### src/rtl/descriptor_rr_arbiter_pkg.sv
// Shared constants and FSM state encoding for the descriptor round-robin arbiter.
package descriptor_rr_arbiter_pkg;

  localparam int unsigned DescW  = 46;
  localparam int unsigned NumSrc = 4;
  localparam int unsigned PtrW   = 2;

  typedef enum logic [1:0] {
    IDLE_S = 2'd0,
    SEND_S = 2'd1,
    GAP_S  = 2'd2
  } state_t;

endpackage

### src/rtl/descriptor_rr_select.sv
// Combinational round-robin pick: first requester after the last-granted source.
module descriptor_rr_select
  import descriptor_rr_arbiter_pkg::*;
(
  input  logic [NumSrc-1:0] iv_req,
  input  logic [PtrW-1:0]   iv_last,
  output logic [NumSrc-1:0] ov_grant,
  output logic [PtrW-1:0]   ov_grant_idx
);

  logic            w_found;
  logic [PtrW-1:0] w_idx;

  // Scan last+1 .. last+4 (mod 4); the final step wraps back to the last grantee.
  always_comb begin
    ov_grant     = '0;
    ov_grant_idx = '0;
    w_found      = 1'b0;
    w_idx        = '0;
    for (int unsigned i = 1; i <= NumSrc; i++) begin
      w_idx = PtrW'(iv_last + PtrW'(i));
      if (!w_found && iv_req[w_idx]) begin
        w_found          = 1'b1;
        ov_grant[w_idx]  = 1'b1;
        ov_grant_idx     = w_idx;
      end
    end
  end

endmodule

### src/rtl/descriptor_rr_arbiter.sv
// Four-source round-robin arbiter onto one descriptor channel with wr/ack handshake
// and an optional idle gap after each downstream accept.
module descriptor_rr_arbiter
  import descriptor_rr_arbiter_pkg::*;
#(
  parameter logic [3:0] gap_cycle = 4'd0
) (
  input  logic                    i_clk,
  input  logic                    i_rst,
  input  logic [NumSrc*DescW-1:0] iv_descriptor,
  input  logic [NumSrc-1:0]       iv_descriptor_wr,
  output logic [NumSrc-1:0]       ov_descriptor_ack,
  output logic [DescW-1:0]        ov_descriptor,
  output logic                    o_descriptor_wr,
  input  logic                    i_descriptor_ack
);

  state_t            r_state, w_state_next;
  logic [PtrW-1:0]   r_last, w_last_next;
  logic [3:0]        r_gap_cnt, w_gap_next;
  logic [DescW-1:0]  r_desc, w_desc_next;
  logic              r_wr, w_wr_next;
  logic [NumSrc-1:0] r_ack, w_ack_next;

  logic [NumSrc-1:0] w_grant;
  logic [PtrW-1:0]   w_grant_idx;
  logic [DescW-1:0]  w_sel_desc;

  descriptor_rr_select u_select (
    .iv_req       (iv_descriptor_wr),
    .iv_last      (r_last),
    .ov_grant     (w_grant),
    .ov_grant_idx (w_grant_idx)
  );

  // Descriptor mux driven by the one-hot grant.
  always_comb begin
    w_sel_desc = '0;
    for (int k = 0; k < NumSrc; k++) begin
      if (w_grant[k]) w_sel_desc = iv_descriptor[k*DescW +: DescW];
    end
  end

  // Next-state and registered-output logic.
  always_comb begin
    w_state_next = r_state;
    w_last_next  = r_last;
    w_gap_next   = r_gap_cnt;
    w_desc_next  = r_desc;
    w_wr_next    = r_wr;
    w_ack_next   = '0;
    case (r_state)
      IDLE_S: begin
        if (|iv_descriptor_wr) begin
          w_desc_next  = w_sel_desc;
          w_wr_next    = 1'b1;
          w_ack_next   = w_grant;
          w_last_next  = w_grant_idx;
          w_state_next = SEND_S;
        end else begin
          w_desc_next = '0;
          w_wr_next   = 1'b0;
        end
      end
      SEND_S: begin
        // Source requests are ignored here; the granted source is already served.
        if (i_descriptor_ack) begin
          w_desc_next  = '0;
          w_wr_next    = 1'b0;
          w_state_next = (gap_cycle != 4'd0) ? GAP_S : IDLE_S;
        end
      end
      GAP_S: begin
        w_desc_next = '0;
        w_wr_next   = 1'b0;
        if (r_gap_cnt == gap_cycle - 4'd1) begin
          w_gap_next   = '0;
          w_state_next = IDLE_S;
        end else begin
          w_gap_next = r_gap_cnt + 4'd1;
        end
      end
      default: begin
        w_desc_next  = '0;
        w_wr_next    = 1'b0;
        w_gap_next   = '0;
        w_state_next = IDLE_S;
      end
    endcase
  end

  // State and output registers; pointer resets to 3 so port 0 wins first.
  always_ff @(posedge i_clk or posedge i_rst) begin
    if (i_rst) begin
      r_state   <= IDLE_S;
      r_last    <= PtrW'(NumSrc - 1);
      r_gap_cnt <= '0;
      r_desc    <= '0;
      r_wr      <= 1'b0;
      r_ack     <= '0;
    end else begin
      r_state   <= w_state_next;
      r_last    <= w_last_next;
      r_gap_cnt <= w_gap_next;
      r_desc    <= w_desc_next;
      r_wr      <= w_wr_next;
      r_ack     <= w_ack_next;
    end
  end

  assign ov_descriptor     = r_desc;
  assign o_descriptor_wr   = r_wr;
  assign ov_descriptor_ack = r_ack;

endmodule

### config.mk
export PLATFORM = sky130hd
export DESIGN_NAME = descriptor_rr_arbiter
export DESIGN_NICKNAME = d
export VERILOG_FILES = /design/src/rtl/descriptor_rr_arbiter_pkg.sv /design/src/rtl/descriptor_rr_select.sv /design/src/rtl/descriptor_rr_arbiter.sv
export SDC_FILE = /design/constraint.sdc
export NUM_CORES = 1
export LEC_CHECK = 0
export ABC_AREA = 1
export CAP_MARGIN = 20
export CORE_AREA = 2 2 110 112
export DETAILED_ROUTE_END_ITERATION = 16
export DIE_AREA = 0 0 112 114
export PLACE_DENSITY = 0.81
export SLEW_MARGIN = 20
export SYNTH_ARGS = -nofsm -noshare
export SYNTH_HDL_FRONTEND = slang
export SYNTH_HIERARCHICAL = 1
export SYNTH_SLANG_ARGS = --single-unit
### constraint.sdc
create_clock -name i_clk -period 2.8 [get_ports i_clk]
set_input_delay 0.56 -clock i_clk [delete_from_list [all_inputs] [get_ports i_clk]]
set_output_delay 0.56 -clock i_clk [all_outputs]
set_load 0.05 [all_outputs]
==> reports/metrics.yaml, run 1 <==
routed_wl_um: 15800
layout_min_cycle_time_ns: 2.58
hpwlAfterDp_um: 11800
antenna_found_initial: 0
syn-cell-area_um2: 4550
cts_buffers: 5
antenna_cells: 0
routed-via-count: 5350
via_per_inst: 4.75
drive_above_1_share_pct: 6.12
critical-path-max-stage-delay_ns: 0.53
worstHoldPathType: "flip-flop to flip-flop"
stdcell_count: 1127
wire_per_inst_um: 14.0
clock-root-buffer: "sky130_fd_sc_hd__clkbuf_16"
ys_seq_area_share_pct: 29.7
post-place-ws_ns: 0.141
final-setup-viol-count: 0
netlist_instances: 760
cts_hold_buffers: 0
cts-root-to-sink-buffers: 2
fp-row-count: 40
worst_path_most_repeated_cell: "sky130_fd_sc_hd__nand2_1"
result_of_the_run: "complete, no violations"
die_height_um: 114
crit_path_end_kind: "flip-flop"
fp.coreArea_um2: 11700
worstRegToRegCells: 15
timing.max_slew.rel_slack_pct: 61.5
post_cts_resize_count: 0
floorplan.initialDensity_pct: 38.9
initialDrtViolationCount: 383
clock_sinks: 54
antenna_left: 0
whs_ns: 0.476
worst-setup-path-type: "flip-flop to flip-flop"
timing.final.crit_share_pct: 92.2
use_met2_pct: 41.3
largest_net_degree_at_the_start_of_global_routing: 48
reg2reg_setup_slack_ns: 0.22
via_count_of_the_first_global_routing_pass: 4988
full_die_area_um2: 12800
fillerInstances: 1096
cp.required_ns: 2.99
vdd_drop_max_mv: 1.12
syn_to_final_growth_pct: 58.3
path_clk_slew_ns: 0.07
clock_tree.htree_level_count: 2
ios: 242
finalMaxSlewViolations: 0
power.density_nw_per_um2: 1440
post_cts_buffers: 0
drt-pass1-iter-count: 5
final_clock_skew_ns: 0.00857
final.setup.worst_slack_ns: 0.218
setup_tns_ns: 0
worst_slew_pin_slew_ns: 0.576
hold_viol_final: 0
worst_skew_pair.late_latency_ns: 0.29
worstPathMaxFanout: 46
synth_fp_nets: 959
floorplan.die.width_um: 112
drt_drc_violations_left: 0
cpMaxStageDelayCell: "sky130_fd_sc_hd__dfstp_2"
count_of_nets_after_finishing: 1178
grt_most_used_layer: "met2"
cts_tree: "done"
yosys_warnings: 6
synth_seq_cells: 54
first_pass_grt_wire_length_um: 25200
power_leakage_uw: 0.00372
globalRouteMet3Util_pct: 4.62
globalRouteTotalUtil_pct: 24.3
buffer_ports.inserted: 241
synth_cell_type_count: 24
globalplace.congestion: 0.939
max_freq_mhz: 387
start_kind: "flip-flop"
grt_remaining_overflow: 0
gr-usage-met1_pct: 31.1
average_cell_area_after_synthesis_um2: 5.99
critical_path_arrival_ns: 2.77
placed_insts: 1119
max-cap-violations: 0
holdPathStages: 2
worstPathCellList: "inv_1 -> ha_1 -> inv_1 -> nand3_1 -> nand2_1 -> nand2_1 -> inv_1 -> nand3_1 -> nand3_2 -> buf_12 -> nand2_1 -> nand3_1 -> nand2_1 -> nand2_1 -> nand2_1"
rsz0062_at_grt: "false"
## placed cells by master (no fill, tap or decap), types with 2 or more instances in the layout
master,n
sky130_fd_sc_hd__clkinvlp_4,2
sky130_fd_sc_hd__inv_2,6
sky130_fd_sc_hd__dfstp_2,2
sky130_fd_sc_hd__nand3_2,4
sky130_fd_sc_hd__buf_4,8
sky130_fd_sc_hd__nand2_4,4
sky130_fd_sc_hd__o21ai_1,3
sky130_fd_sc_hd__buf_12,9
sky130_fd_sc_hd__nand3_1,67
sky130_fd_sc_hd__dfrtp_1,52
sky130_fd_sc_hd__ha_1,8
sky130_fd_sc_hd__nand2_2,13
sky130_fd_sc_hd__nand2_1,335
sky130_fd_sc_hd__clkbuf_16,5
sky130_fd_sc_hd__clkdlybuf4s50_1,241
sky130_fd_sc_hd__inv_1,56
sky130_fd_sc_hd__a21boi_0,4
sky130_fd_sc_hd__a21oi_1,51
sky130_fd_sc_hd__nor2_1,103
## per-layer routing
metal,part of all wire [%],routed length [µm]
met3,6.5,1020
met2,48,7610
met1,42,6630
met4,3.3,515
met5,0,0
## worst max-delay path, delay by kind of cell, from the launching register on
kind / cells / cell delay, ns
simple gates: 10 / 0.89
buf+inv: 4 / 0.66
flops: 1 / 0.53
fa+ha+maj: 1 / 0.38
## state kept, by name, summed over array words and instances (netlist names)
name / cells
o_descriptor_wr: 1
ov_descriptor: 46
ov_descriptor_ack: 4
r_last: 2
r_state: 1
## stage by stage
stage	power (µW)	util, %	instance area [µm²]
2_1_floorplan	7800	-	4550
4_1_cts	10500	61.5	7200
6_report	10400	61.5	7200
3_5_place_dp	9790	60.2	7060
5_1_grt	11500	61.5	7200
3_3_place_gp	9670	60.2	7060
## power breakdown
group | switching [µW] | internal (µW)
sequential | 158 | 1130
combinational | 5480 | 3010
clock | 288 | 335
## cells in the mapped netlist
library cell                 n  area share, %
sky130_fd_sc_hd__dfstp_2     2            1.2
sky130_fd_sc_hd__a21boi_0    4           0.66
sky130_fd_sc_hd__nand3_1    71            7.8
sky130_fd_sc_hd__dfrtp_1    52             29
sky130_fd_sc_hd__nand2_8     1           0.44
sky130_fd_sc_hd__o21ai_1     3           0.33
sky130_fd_sc_hd__buf_1       1          0.082
sky130_fd_sc_hd__inv_1      57            4.7
sky130_fd_sc_hd__nand2_1   335             28
sky130_fd_sc_hd__buf_6      13            3.2
sky130_fd_sc_hd__nor2_8      1           0.44
sky130_fd_sc_hd__nand2_2    13            1.8
sky130_fd_sc_hd__a21oi_1    51            5.6
sky130_fd_sc_hd__nor2_1    103            8.5
sky130_fd_sc_hd__nand3_4     1           0.38
sky130_fd_sc_hd__buf_2      18            2.0
sky130_fd_sc_hd__nor2_2      1           0.14
sky130_fd_sc_hd__inv_8       1           0.25
sky130_fd_sc_hd__buf_8       1           0.33
sky130_fd_sc_hd__nand2_4     4           0.99
sky130_fd_sc_hd__inv_2       5           0.41
sky130_fd_sc_hd__buf_4      13            2.1
sky130_fd_sc_hd__nor2_4      1           0.25
sky130_fd_sc_hd__ha_1        8            2.2
## layout make-up
type                            instances  area, µm²  area share, %
Timing Repair Buffer                  258       2650           36.8
Multi-Input combinational cell        597       2620           36.4
Sequential cell                        54       1350           18.8
Inverter                               63        244           3.39
Tap cell                              147        184           2.55
Clock buffer                            5        125           1.74
Clock inverter                          3       23.8          0.330
## path summary, 6_finish.rpt
check                                              startpoint                            end
worst max-delay path                    r_last[1]$_DFFE_PP1P_  ov_descriptor[31]$_DFFE_PP0P_
worst min-delay path            ov_descriptor[45]$_DFFE_PP0P_  ov_descriptor[45]$_DFFE_PP0P_
worst max register to register          r_last[1]$_DFFE_PP1P_  ov_descriptor[31]$_DFFE_PP0P_
worst min register to register  ov_descriptor[45]$_DFFE_PP0P_  ov_descriptor[45]$_DFFE_PP0P_
max in group asynchronous                               i_rst   ov_descriptor[0]$_DFFE_PP0P_
min in group asynchronous                               i_rst  ov_descriptor[24]$_DFFE_PP0P_
## cells by family (layout without fill, tap and decap cells)
| kind of cell | Yosys count | count (layout) | synth area share, % |
|---|---|---|---|
| AO/OA/AOI/OAI | 58 | 58 | 6.60 |
| adder cells (fa/ha/maj) | 8 | 8 | 2.20 |
| flip-flops | 54 | 54 | 29.7 |
| AND/OR/NAND/NOR | 531 | 531 | 48.4 |
| buffers and inverters | 109 | 329 | 13.1 |
Note: power is estimated with default switching activity, not from simulation.
==> inputs of run 2 (changes only) <==
--- a/config.mk
+++ b/config.mk
@@ -6,11 +6,12 @@
 export NUM_CORES = 1
 export LEC_CHECK = 0
 export ABC_AREA = 1
-export CAP_MARGIN = 20
+export CAP_MARGIN = 5
 export CORE_AREA = 2 2 110 112
 export DETAILED_ROUTE_END_ITERATION = 16
 export DIE_AREA = 0 0 112 114
 export PLACE_DENSITY = 0.81
+export RECOVER_POWER = 25
 export SLEW_MARGIN = 20
 export SYNTH_ARGS = -nofsm -noshare
 export SYNTH_HDL_FRONTEND = slang
==> run 2 against run 1 <==
Compared with the run above:
- design area down 0.21%
- flip-flop and latch count did not move
- count of clock-buffer cells in the layout is the same
- register-to-register slack about the same
- utilization shrank 0.13 points
- cell count stayed put
==> reports/metrics.yaml, run 2 (same netlist as run 1, synthesis figures left out) <==
wire_per_inst_um: 14.0  # about the same
start_kind: "flip-flop"  # unchanged
timing.final.crit_share_pct: 92.2  # about the same
rsz0062_at_grt: "false"  # unchanged
routed-via-count: 5365  # was 5350
die_height_um: 114  # unchanged
post_cts_buffers: 0  # unchanged
globalRouteTotalUtil_pct: 24.3  # unchanged
final-setup-viol-count: 0  # unchanged
syn_to_final_growth_pct: 57.9  # was 58.3%
path_clk_slew_ns: 0.08  # was 0.07 ns
clock-root-buffer: "sky130_fd_sc_hd__clkbuf_16"  # unchanged
internal_power_uw: 4470  # about the same
power_leakage_uw: 0.00372  # about the same
worst_slew_pin_slew_ns: 0.983  # was 0.576 ns
largest_register_ffs: 46  # unchanged
buffer_ports.inserted: 241  # unchanged
antenna_cells: 0  # unchanged
fillerInstances: 1098  # was 1096
post-route-cell-area_um2: 7190  # was 7200 µm²
cts-root-to-sink-buffers: 2  # unchanged
worst-setup-path-type: "flip-flop to flip-flop"  # unchanged
globalplace.congestion: 0.939  # unchanged
full_die_area_um2: 12800  # unchanged
clock_tree.htree_level_count: 2  # unchanged
drt_drc_violations_left: 0  # unchanged
max-cap-violations: 0  # unchanged
cts_buffers: 5  # unchanged
post_cts_resize_count: 0  # unchanged
critical_path_arrival_ns: 2.77  # about the same
largest_net_degree_at_the_start_of_global_routing: 48  # unchanged
worstRegToRegCells: 15  # unchanged
p_sw_share_pct: 57.0  # about the same
layout_min_cycle_time_ns: 2.58  # about the same
power.density_nw_per_um2: 1450  # was 1440 nW/µm²
pwr-share-comb_pct: 81.6  # was 81.7%
initialDrtViolationCount: 362  # was 383
hold_viol_final: 0  # unchanged
antenna_left: 0  # unchanged
max_freq_mhz: 388  # was 387 MHz
result_of_the_run: "complete, no violations"  # unchanged
post-route-util_pct: 61.4  # was 61.5%
drive_above_1_share_pct: 6.02  # was 6.12%
worstHoldPathType: "flip-flop to flip-flop"  # unchanged
commonest_cells_after_routing_fill_and_taps_aside: "sky130_fd_sc_hd__nand2_1 (335), sky130_fd_sc_hd__clkdlybuf4s50_1 (240), sky130_fd_sc_hd__nor2_1 (103)"  # was sky130_fd_sc_hd__nand2_1 (335), sky130_fd_sc_hd__clkdlybuf4s50_1 (241), sky130_fd_sc_hd__nor2_1 (103)
ios: 242  # unchanged
antenna_found_initial: 0  # unchanged
clock_sinks: 54  # unchanged
fp.coreArea_um2: 11700  # unchanged
first_pass_grt_wire_length_um: 25200  # unchanged
final_clock_skew_ns: 0.0102  # was 0.00857 ns
p_sw_uw: 5930  # about the same
cts_tree: "done"  # unchanged
layout_commonest_cell: "sky130_fd_sc_hd__nand2_1"  # unchanged
vdd_drop_max_mv: 1.12  # about the same
crit_path_end_kind: "flip-flop"  # unchanged
count_of_nets_after_finishing: 1178  # unchanged
power_uw: 10400  # about the same
floorplan.initialDensity_pct: 38.9  # unchanged
timing.max_slew.rel_slack_pct: 34.4  # was 61.5%
setup_tns_ns: 0  # unchanged
instance_area_at_placement_um2: 7060  # unchanged
grt_remaining_overflow: 0  # unchanged
power.share.clock_pct: 6.0  # about the same
routed_wl_um: 15800  # about the same
via_per_inst: 4.76  # was 4.75
final.setup.worst_slack_ns: 0.219  # was 0.218 ns
worstPathMaxFanout: 46  # unchanged
sequential_share_of_power_pct: 12.3  # about the same
via_count_of_the_first_global_routing_pass: 4988  # unchanged
post-place-ws_ns: 0.141  # unchanged
floorplan.die.width_um: 112  # unchanged
drt-pass1-iter-count: 4  # was 5
hpwlAfterDp_um: 11800  # unchanged
holdPathStages: 2  # unchanged
fp-row-count: 40  # unchanged
finalMaxSlewViolations: 0  # unchanged
worst_skew_pair.late_latency_ns: 0.30  # was 0.29 ns
cp.required_ns: 2.99  # about the same
cts_hold_buffers: 0  # unchanged
==> run 2: changes by cell type in the layout (fill, tap and decap cells not counted), sizes merged <==
cell | before | now
clkdlybuf4s50 | 241 | 240
dlygate4sd3 | 0 | 1
buf | 17 | 16
clkbuf | 5 | 6
==> run 2: layout make-up <==
class                   count  area, µm²  area share (%)
inverters                  63        244            3.39
clock inverters             3       23.8           0.331
well taps                 147        184            2.56
clock buffers               5        125            1.74
repair buffers            258       2640            36.7
multi-input cells         597       2620            36.5
flip-flops and latches     54       1350            18.8
==> run 2: per-layer routing <==
layer,up-vias,track usage (%),part of all wire (%)
met5,-,0,0
li1,2759,-,-
met2,207,41.3,48
met3,37,4.62,7.6
met4,0,9.02,3.2
met1,2362,31.1,41
==> run 2: worst max-delay path, cell delays in order, from the launching register on <==
cell and delay, ns:
sky130_fd_sc_hd__dfstp_2 0.54, sky130_fd_sc_hd__inv_1 0.12, sky130_fd_sc_hd__ha_1 0.38, sky130_fd_sc_hd__inv_1 0.18
sky130_fd_sc_hd__nand3_1 0.10, sky130_fd_sc_hd__nand2_1 0.11, sky130_fd_sc_hd__nand2_1 0.09, sky130_fd_sc_hd__inv_1 0.12
sky130_fd_sc_hd__nand3_1 0.10, sky130_fd_sc_hd__nand3_2 0.12, sky130_fd_sc_hd__buf_12 0.24, sky130_fd_sc_hd__nand2_1 0.08
sky130_fd_sc_hd__nand3_1 0.08, sky130_fd_sc_hd__nand2_1 0.08, sky130_fd_sc_hd__nand2_1 0.08, sky130_fd_sc_hd__nand2_1 0.05
==> run 2: per-stage QoR <==
stage	hold slack [ns]	instances
finish	0.476	1127
CTS	0.483	1127
global placement	0.461	1119
floorplan	0.484	760
detailed placement	0.464	1119
global route	0.494	1127
==> run 2: power groups by stage <==
| stage | logic (µW) | registers [µW] | clock network, µW |
|---|---|---|---|
| 6_report | 8490 | 1280 | 627 |
| 5_1_grt | 9480 | 1320 | 677 |
| 4_1_cts | 8530 | 1280 | 641 |
| 3_5_place_dp | 8510 | 1290 | 0 |
| 3_3_place_gp | 8380 | 1290 | 0 |
| 2_1_floorplan | 5570 | 2230 | 0 |
==> run 2: final timing paths <==
| check | start | end | slack [ns] |
|---|---|---|---|
| min reg2reg | ov_descriptor[45]$_DFFE_PP0P_ | ov_descriptor[45]$_DFFE_PP0P_ | 0.48 |
| max reg2reg | r_last[1]$_DFFE_PP1P_ | ov_descriptor[31]$_DFFE_PP0P_ | 0.22 |
| max in group asynchronous | i_rst | ov_descriptor[0]$_DFFE_PP0P_ | 0.56 |
| min | ov_descriptor[45]$_DFFE_PP0P_ | ov_descriptor[45]$_DFFE_PP0P_ | 0.48 |
| min in group asynchronous | i_rst | ov_descriptor[24]$_DFFE_PP0P_ | 0.93 |
| max | r_last[1]$_DFFE_PP1P_ | ov_descriptor[31]$_DFFE_PP0P_ | 0.22 |
